[src/rtl/pll_reconf_seq.sv]
// PLL reconfiguration sequencer: holds NCH downstream domains in reset, drives the
// DRP SADDR/SEN/SRDY handshake, qualifies lock with timeout/retry and staggers releases.
module pll_reconf_seq #(
    parameter int AW        = 8,
    parameter int NCH       = 2,
    parameter int CW        = 12,
    parameter int HOLD_CYC  = 15,
    parameter int STAB_CYC  = 63,
    parameter int LOCK_TO   = 4000,
    parameter int STAGGER   = 8,
    parameter int MAX_RETRY = 3
) (
    input  logic          CLK,
    input  logic          RSTXO,
    input  logic          REQ,
    input  logic [AW-1:0] REQ_ADDR,
    output logic          BUSY,
    output logic          DONE,
    output logic          ERR,
    output logic          LOL,
    output logic [AW-1:0] CUR_ADDR,
    output logic [AW-1:0] DRP_SADDR,
    output logic          DRP_SEN,
    input  logic          DRP_SRDY,
    input  logic          PLL_LOCK,
    output logic [NCH-1:0] DOM_RSTX
);
    localparam int IW = $clog2(NCH + 1);

    if (HOLD_CYC >= 2**CW || STAB_CYC >= 2**CW || LOCK_TO >= 2**CW ||
        STAGGER >= 2**CW || MAX_RETRY >= 2**CW) begin : g_bad_param
        $error("pll_reconf_seq: cycle parameter does not fit in CW bits");
    end

    typedef enum logic [2:0] {
        S_IDLE, S_ASSERT, S_PROG, S_WAIT_RDY, S_WAIT_LOCK, S_RELEASE
    } state_t;

    state_t        state, nxt;
    logic          lk_m, lk_s;
    logic [CW-1:0] stab, tmo, cnt, retry;
    logic          to_en;
    logic [IW-1:0] idx;

    logic stable, timeout, retry_ok, hold_done, stag_done, rel_last;
    assign stable    = (stab == CW'(STAB_CYC));
    assign timeout   = to_en && (tmo == CW'(LOCK_TO));
    assign retry_ok  = (retry < CW'(MAX_RETRY));
    assign hold_done = (cnt == CW'(HOLD_CYC - 1));
    assign stag_done = (cnt == CW'(STAGGER - 1));
    assign rel_last  = (idx == IW'(NCH));

    // Boot lands in WAIT_LOCK so the first release also waits for a stable lock.
    always_ff @(posedge CLK or negedge RSTXO) begin
        if (!RSTXO) state <= S_WAIT_LOCK;
        else        state <= nxt;
    end

    always_comb begin
        nxt = state;
        case (state)
            S_IDLE:      if (REQ) nxt = S_ASSERT;
                         else if (!lk_s && !ERR) nxt = S_WAIT_LOCK;
            S_ASSERT:    if (hold_done) nxt = S_PROG;
            S_PROG:      nxt = S_WAIT_RDY;
            S_WAIT_RDY:  if (DRP_SRDY) nxt = S_WAIT_LOCK;
            S_WAIT_LOCK: if (stable) nxt = S_RELEASE;
                         else if (timeout) nxt = retry_ok ? S_PROG : S_IDLE;
            S_RELEASE:   if (!lk_s) nxt = S_WAIT_LOCK;
                         else if (rel_last) nxt = S_IDLE;
            default:     nxt = S_IDLE;
        endcase
    end

    always_comb begin
        BUSY    = (state != S_IDLE);
        DRP_SEN = (state == S_PROG);
        DONE    = (state == S_RELEASE) && lk_s && rel_last;
    end

    always_ff @(posedge CLK or negedge RSTXO) begin
        if (!RSTXO) begin
            lk_m      <= 1'b0;
            lk_s      <= 1'b0;
            stab      <= '0;
            tmo       <= '0;
            cnt       <= '0;
            retry     <= '0;
            to_en     <= 1'b0;
            idx       <= '0;
            ERR       <= 1'b0;
            LOL       <= 1'b0;
            CUR_ADDR  <= '0;
            DRP_SADDR <= '0;
            DOM_RSTX  <= '0;
        end else begin
            lk_m <= PLL_LOCK;
            lk_s <= lk_m;
            if (!lk_s)        stab <= '0;
            else if (!stable) stab <= stab + CW'(1);

            case (state)
                S_IDLE: begin
                    if (REQ) begin
                        DRP_SADDR <= REQ_ADDR;
                        ERR       <= 1'b0;
                        LOL       <= 1'b0;
                        retry     <= '0;
                        cnt       <= '0;
                        DOM_RSTX  <= '0;
                    end else if (!lk_s && !ERR) begin
                        // Lost lock with no reprogramming: wait forever for it to return.
                        LOL      <= 1'b1;
                        DOM_RSTX <= '0;
                        to_en    <= 1'b0;
                    end
                end
                S_ASSERT: cnt <= cnt + CW'(1);
                S_WAIT_RDY: begin
                    if (DRP_SRDY) begin
                        tmo   <= '0;
                        to_en <= 1'b1;
                    end
                end
                S_WAIT_LOCK: begin
                    if (to_en) tmo <= tmo + CW'(1);
                    if (stable) begin
                        DOM_RSTX <= NCH'(1);
                        idx      <= IW'(1);
                        cnt      <= '0;
                    end else if (timeout) begin
                        if (retry_ok) retry <= retry + CW'(1);
                        else          ERR   <= 1'b1;
                    end
                end
                S_RELEASE: begin
                    if (!lk_s) begin
                        DOM_RSTX <= '0;
                        LOL      <= 1'b1;
                        to_en    <= 1'b0;
                    end else if (rel_last) begin
                        CUR_ADDR <= DRP_SADDR;
                    end else if (stag_done) begin
                        for (int i = 0; i < NCH; i++)
                            if (idx == IW'(i)) DOM_RSTX[i] <= 1'b1;
                        idx <= idx + IW'(1);
                        cnt <= '0;
                    end else begin
                        cnt <= cnt + CW'(1);
                    end
                end
                default: ;
            endcase
        end
    end
endmodule

[config.mk]
export PLATFORM = sky130hd
export DESIGN_NAME = pll_reconf_seq
export DESIGN_NICKNAME = d
export VERILOG_FILES = /design/src/rtl/pll_reconf_seq.sv
export SDC_FILE = /design/constraint.sdc
export NUM_CORES = 1
export LEC_CHECK = 0
export ABC_AREA = 1
export CELL_PAD_IN_SITES_DETAIL_PLACEMENT = 2
export CELL_PAD_IN_SITES_GLOBAL_PLACEMENT = 2
export CORE_ASPECT_RATIO = 0.7
export CORE_MARGIN = 5
export CORE_UTILIZATION = 34
export CTS_CLUSTER_DIAMETER = 60
export DETAILED_ROUTE_END_ITERATION = 8
export GPL_TIMING_DRIVEN = 1
export HOLD_SLACK_MARGIN = 0.1
export PLACE_DENSITY = 0.82
export SLEW_MARGIN = 20
export SYNTH_ARGS = -nofsm -noshare
export SYNTH_HDL_FRONTEND = slang
export SYNTH_SLANG_ARGS = --single-unit
export TNS_END_PERCENT = 5
[constraint.sdc]
create_clock -name CLK -period 1.7 [get_ports CLK]
set_input_delay 0.425 -clock CLK [delete_from_list [all_inputs] [get_ports CLK]]
set_output_delay 0.425 -clock CLK [all_outputs]
set_load 0.01 [all_outputs]
=== Word level (Yosys, flattened, before mapping) ===
Index checks and enable logic that the tools add are counted.

* Register bits after elaboration: 76
* Bits in latches: 0
* Memory bits (writable): 0
* Memory bits (read-only): 0
* Input bits: 13
* Output and inout port bits: 23
* Logic and storage cells: 135
* Memories: 0

* Add/subtract/negate cells: 5
* $mul: 0
* Divide/modulo/power cells: 0
* Magnitude comparators: 1
* Eq/ne operators: 34
* Shift-type cells: 0
* Multiplexer cells: 52
* Bitwise gates (word level): 0
* Reductions and logical operators: 28

{| class="wikitable"
|+ Operators with widths
! operator !! number
|-
| $mux W12 || 12
|-
| $add A12 B1 Y12 const B || 4
|-
| $pmux W12 S2 || 2
|-
| $pmux W12 S4 || 1
|-
| $ne A2 B2 Y1 const B || 16
|-
| $reduce_and A5 Y1 || 6
|-
| $mux W3 || 8
|-
| $mux W2 || 10
|-
| $pmux W3 S6 || 1
|-
| $ne A3 B3 Y1 const B || 5
|-
| $mux W1 || 13
|-
| $eq A12 B12 Y1 const B || 1
|-
| $eq A12 B3 Y1 const B || 1
|-
| $eq A12 B4 Y1 const B || 1
|-
| $eq A12 B6 Y1 const B || 1
|-
| $lt A12 B2 Y1 const B || 1
|-
| $reduce_and A6 Y1 || 2
|-
| $reduce_and A3 Y1 || 3
|-
| $reduce_bool A3 Y1 || 3
|-
| $reduce_bool A2 Y1 || 4
|-
| $eq A3 B2 Y1 const B || 2
|-
| $eq A3 B3 Y1 const B || 2
|-
| $ne A3 B2 Y1 const B || 2
|-
| $pmux W2 S3 || 1
|-
| other kinds (13) || 18
|}

=== Depth between registers and ports, before layout ===
* Word-level depth: 6
* Mapped depth: 11
* Depth with buffers taken out: 10

=== Worst setup path before layout ===
Ideal clock, no wire load.

* Path kind: register -> register
* From: reg stab[0]
* To: reg cnt[1]
* Library setup time: 0.065 ns
* Arrival: 1.440 ns
* Data required time: 1.635 ns
* Setup slack: 0.196 ns
* Stages on the path, launching flop included: 11
* Path buffers: 1
* Period minus slack after synthesis: 1.504 ns
* Cell sequence: dfrtp_1 ha_1 nand2_1 nor2_2 nand2_2 nor2_8 nor2_4 nor2_4 buf_6 nand3b_1 nand2_1

* Word-level cells in the longest chain between the ends: 3

{| class="wikitable"
|+ Ends and longest elaborated chain
! item !! line !! source
|-
| start, declared || 41 || <nowiki>logic [CW-1:0] stab, tmo, cnt, retry;</nowiki>
|-
| start signal, assigned || 100 || <nowiki>else if (!stable) stab <= stab + CW'(1);</nowiki>
|-
| $eq A12 B6 Y1 || 46 || <nowiki>assign stable = (stab == CW'(STAB_CYC));</nowiki>
|-
| $ne A2 B2 Y1 (no line) || -- ||
|-
| $reduce_and A5 Y1 (no line) || -- ||
|-
| end signal, assigned || 118 || <nowiki>S_ASSERT: cnt <= cnt + CW'(1);</nowiki>
|-
| end signal, assigned || 149 || <nowiki>cnt <= cnt + CW'(1);</nowiki>
|-
| end, declared || 41 ||
|}

Every way passes these cells.
A chain may end at the register's enable or synchronous reset.

=== Final worst setup path ===
* From: reg state[2]
* To: reg retry[0]

* Word-level cells in the longest chain between the ends: 3
* Elaborated cells on any way between the ends: 9
* Classes of those cells: 5 x eq/ne; 1 x mux; 3 x reduce/logical

{| class="wikitable"
|+ Ends and longest elaborated chain
! item !! line !! source
|-
| start, declared || 39 || <nowiki>state_t state, nxt;</nowiki>
|-
| start signal, assigned || 56 || <nowiki>else state <= nxt;</nowiki>
|-
| $eq A3 B3 Y1 / $logic_not A3 Y1 (equally long branches) || 102 || <nowiki>case (state)</nowiki>
|-
| $ne A2 B2 Y1 (no line) / $reduce_bool A2 Y1 (equally long branches) || -- ||
|-
| $reduce_and A5 Y1 (no line) || -- ||
|-
| end signal, assigned || 132 || <nowiki>if (retry_ok) retry <= retry + CW'(1);</nowiki>
|-
| end, declared || 41 ||
|}

Several ways; a longest one is shown, not always the timed one.

==> results.cfg <==
[timing]
hold_viol_final = 0
fin_tns_setup_ns = -8.75
drv_slew = 0
tightestPinTransition_ns = 0.529
finalCritPeriodShare = 1.18
fmax_mhz = 500
hold_slack_ns = 0.450
slew_headroom = 0.645
finalWorstPathRequiredPeriod_ns = 2.00
rsz0062_at_grt = true
finalSetupViolations = 54
fin_ws_ns = -0.301
fin_skew_ns = 0.0210

[hold_path]
hold_path.class = register to register
hold_start = lk_m$_DFF_PN0_
whs_endpoint = lk_s$_DFF_PN0_
whs_path_depth = 0

[synth]
postSynthCellCount = 573
synthTopCellsByArea = dfrtp_1 44%, nand2_1 16%, nor2_1 6.4%, inv_1 5.6%, nand3_1 4.8%
synth_cell_types = 36
synth_nets = 595
ys_ff_latch = 76
ys_seq_area_frac = 0.447
syn_avg_cell_area_um2 = 7.42
yosysTopAreaCellShare = 0.441
synth_top_area_cell = dfrtp_1
netlist_area_um2 = 4250
yosysWarnings = 0

[job]
cap_violations = 0

[power_and_ir_drop]
finalPower_w = 0.00432
power_density_nw_per_um2 = 729
peakVddDrop_v = 0.000706
power.leakage_nw = 3.13

[placed_design]
port_buffers = 35
dp_hpwl_um = 12100
place_congestion = 0.871

[floorplan]
core_area_um2 = 12300
floorplan.rows = 34
dieWidth_um = 144
start_util = 0.345
io_pins = 36
chipHeight_um = 104
dieArea_um2 = 14900

[finish]
layout_common_cells = 175 x nand2_1, 72 x dfrtp_1, 67 x buf_4
syn_to_final_growth_pct = 39.4
layout_commonest_cell = nand2_1
antenna_cells = 0
layout.nets = 711
layout-drive-gt1-share = 0.249
final_core_util = 0.481

[routing]
via_count = 4847
route.detailed.drc = 0
ant_nets = 0
firstDrtPassIters = 5
routed_wl_um = 24000
drt_iter0_markers = 309
wire_per_inst_um = 28.1
drt-vias-per-instance = 5.66

[clock_tree]
clk-insertion-delay-late_ns = 0.37
cts-root-buf = clkbuf_16
clockBufferDepth = 2
clkSlewWorstSetupHoldPaths_ns = 0.08
cts_buffers = 9
cts_tree = done
h-tree-depth = 3
cts_sinks = 76

[global_route]
grt.total_usage = 0.297
grt_max_degree = 33
antenna_found_initial = 0
grt_pass1_vias = 5333
grt_first_pass_wirelength_um = 33400
overflow = 0

[critical_path]
path_max_fanout = 4
critical_path.slowest_cell = dfstp_2
worstPathArrival_ns = 2.26
crit_path_max_incr_delay_ns = 0.58
path_cells = buf_6, inv_6, buf_6, nor2_8, buf_4, buf_12, nand4_1, nand2_2, o21ai_4, buf_6, nand2_1, nand2_1
reg2reg_from = state[2]$_DFFE_PN1P_
timing.rr.end = retry[0]$_DFFE_PN0P_
worst-r2r-setup-slack_ns = -0.30
start_kind = register
cp_common_cell = buf_6
reg2reg_depth = 12
cp.required_ns = 1.96
critPathCaptureType = register
worstSetupPathType = register to register

[run_status]
status = finished, violations left
violations = negative setup slack
==> sequential cells by signal, indices dropped and copies added, names as in the netlist <==
| signal | cells |
|---|---|
| cnt | 12 |
| retry | 12 |
| stab | 12 |
| tmo | 12 |
| CUR_ADDR | 8 |
| DRP_SADDR | 8 |
| state | 3 |
| DOM_RSTX | 2 |
| idx | 2 |
| ERR | 1 |
| LOL | 1 |
| lk_m | 1 |
| lk_s | 1 |
| to_en | 1 |
==> logic make-up after synthesis <==
| logic type | share of synthesized area |
|---|---|
| AO/OA/AOI/OAI | 0.0715 |
| XOR/XNOR | 0.0144 |
| flip-flops | 0.447 |
| AND/OR/NAND/NOR | 0.360 |
| buffers and inverters | 0.0803 |
| adder cells (fa/ha/maj) | 0.0265 |
==> synth_stat cells, drive strengths merged <==
cell type,number
o21ai,28
nand2b,1
inv,71
o21a,3
xor2,4
o21bai,4
a21o,1
xnor2,3
nand2,192
nor2,79
a31oi,2
o211ai,1
nand4,21
ha,9
nor3,10
a21oi,13
clkinv,1
nand3,43
dfrtp,75
dfstp,1
buf,9
or2,1
nand3b,1
==> timing repair <==
action / CTS / global route
setup endpoints to repair: 68 / 67
gates cloned: 1 / 0
pin swaps: 16 / 5
buffers inserted: 14 / 8
hold endpoints to repair: 26 / 0
hold buffers: 1 / 0
gates resized for setup: 73 / 42
==> report_power, final <==
group,internal (W),total [W],switching [W]
Combinational,0.000134,0.000307,0.000173
Sequential,0.00184,0.00189,0.0000498
Clock,0.00117,0.00213,0.000959
Total,0.00314,0.00432,0.00118
==> stage by stage <==
stage                     instance area (µm²)  setup WS [ns]  instances
after floorplan                          4250          0.196        573
after global placement                   5190        -0.0958        817
after detailed placement                 5190         -0.212        817
after CTS                                5760         -0.134        848
after global routing                     5930         -0.306        856
final                                    5930         -0.301        856
==> worst max path at each step <==
stage / start / endpoint / slack (ns) / depth (start not counted)
after floorplan: stab[0]$_DFFE_PN0P_ / cnt[1]$_DFFE_PN0P_ / 0.20 / 10
after global placement: state[2]$_DFFE_PN1P_ / DONE / -0.1 / 5
after detailed placement: state[2]$_DFFE_PN1P_ / DONE / -0.21 / 5
after CTS: state[2]$_DFFE_PN1P_ / DONE / -0.13 / 5
after global routing: state[2]$_DFFE_PN1P_ / retry[0]$_DFFE_PN0P_ / -0.31 / 12
final: state[2]$_DFFE_PN1P_ / retry[0]$_DFFE_PN0P_ / -0.30 / 12
==> layout make-up <==
class / instances / area [µm²]
Fill cell: 1368 / 6410
Multi-Input combinational cell: 416 / 2200
Sequential cell: 76 / 1910
Timing Repair Buffer: 113 / 1000
Inverter: 72 / 308
Clock buffer: 9 / 225
Tap cell: 162 / 203
Clock inverter: 7 / 81.3
Timing Repair inverter: 1 / 7.51
==> worst max-delay path: cells and delay by family (launching register included) <==
family / cells / cell delay, ns
buffers and inverters: 6 / 0.70
DFF: 1 / 0.58
and+or+nand+nor: 5 / 0.51
AOI/OAI and AO/OA: 1 / 0.10
==> per-layer routing <==
layer  vias to the layer above  global-route usage  share of wire
met2                       195               0.494           0.49
met4                         0               0.122          0.047
met1                      2518               0.371           0.41
met5                         -                   0              0
met3                        79              0.0673          0.050
li1                       2055                   -              -
No activity file was read; power rests on OpenSTA's default activity.
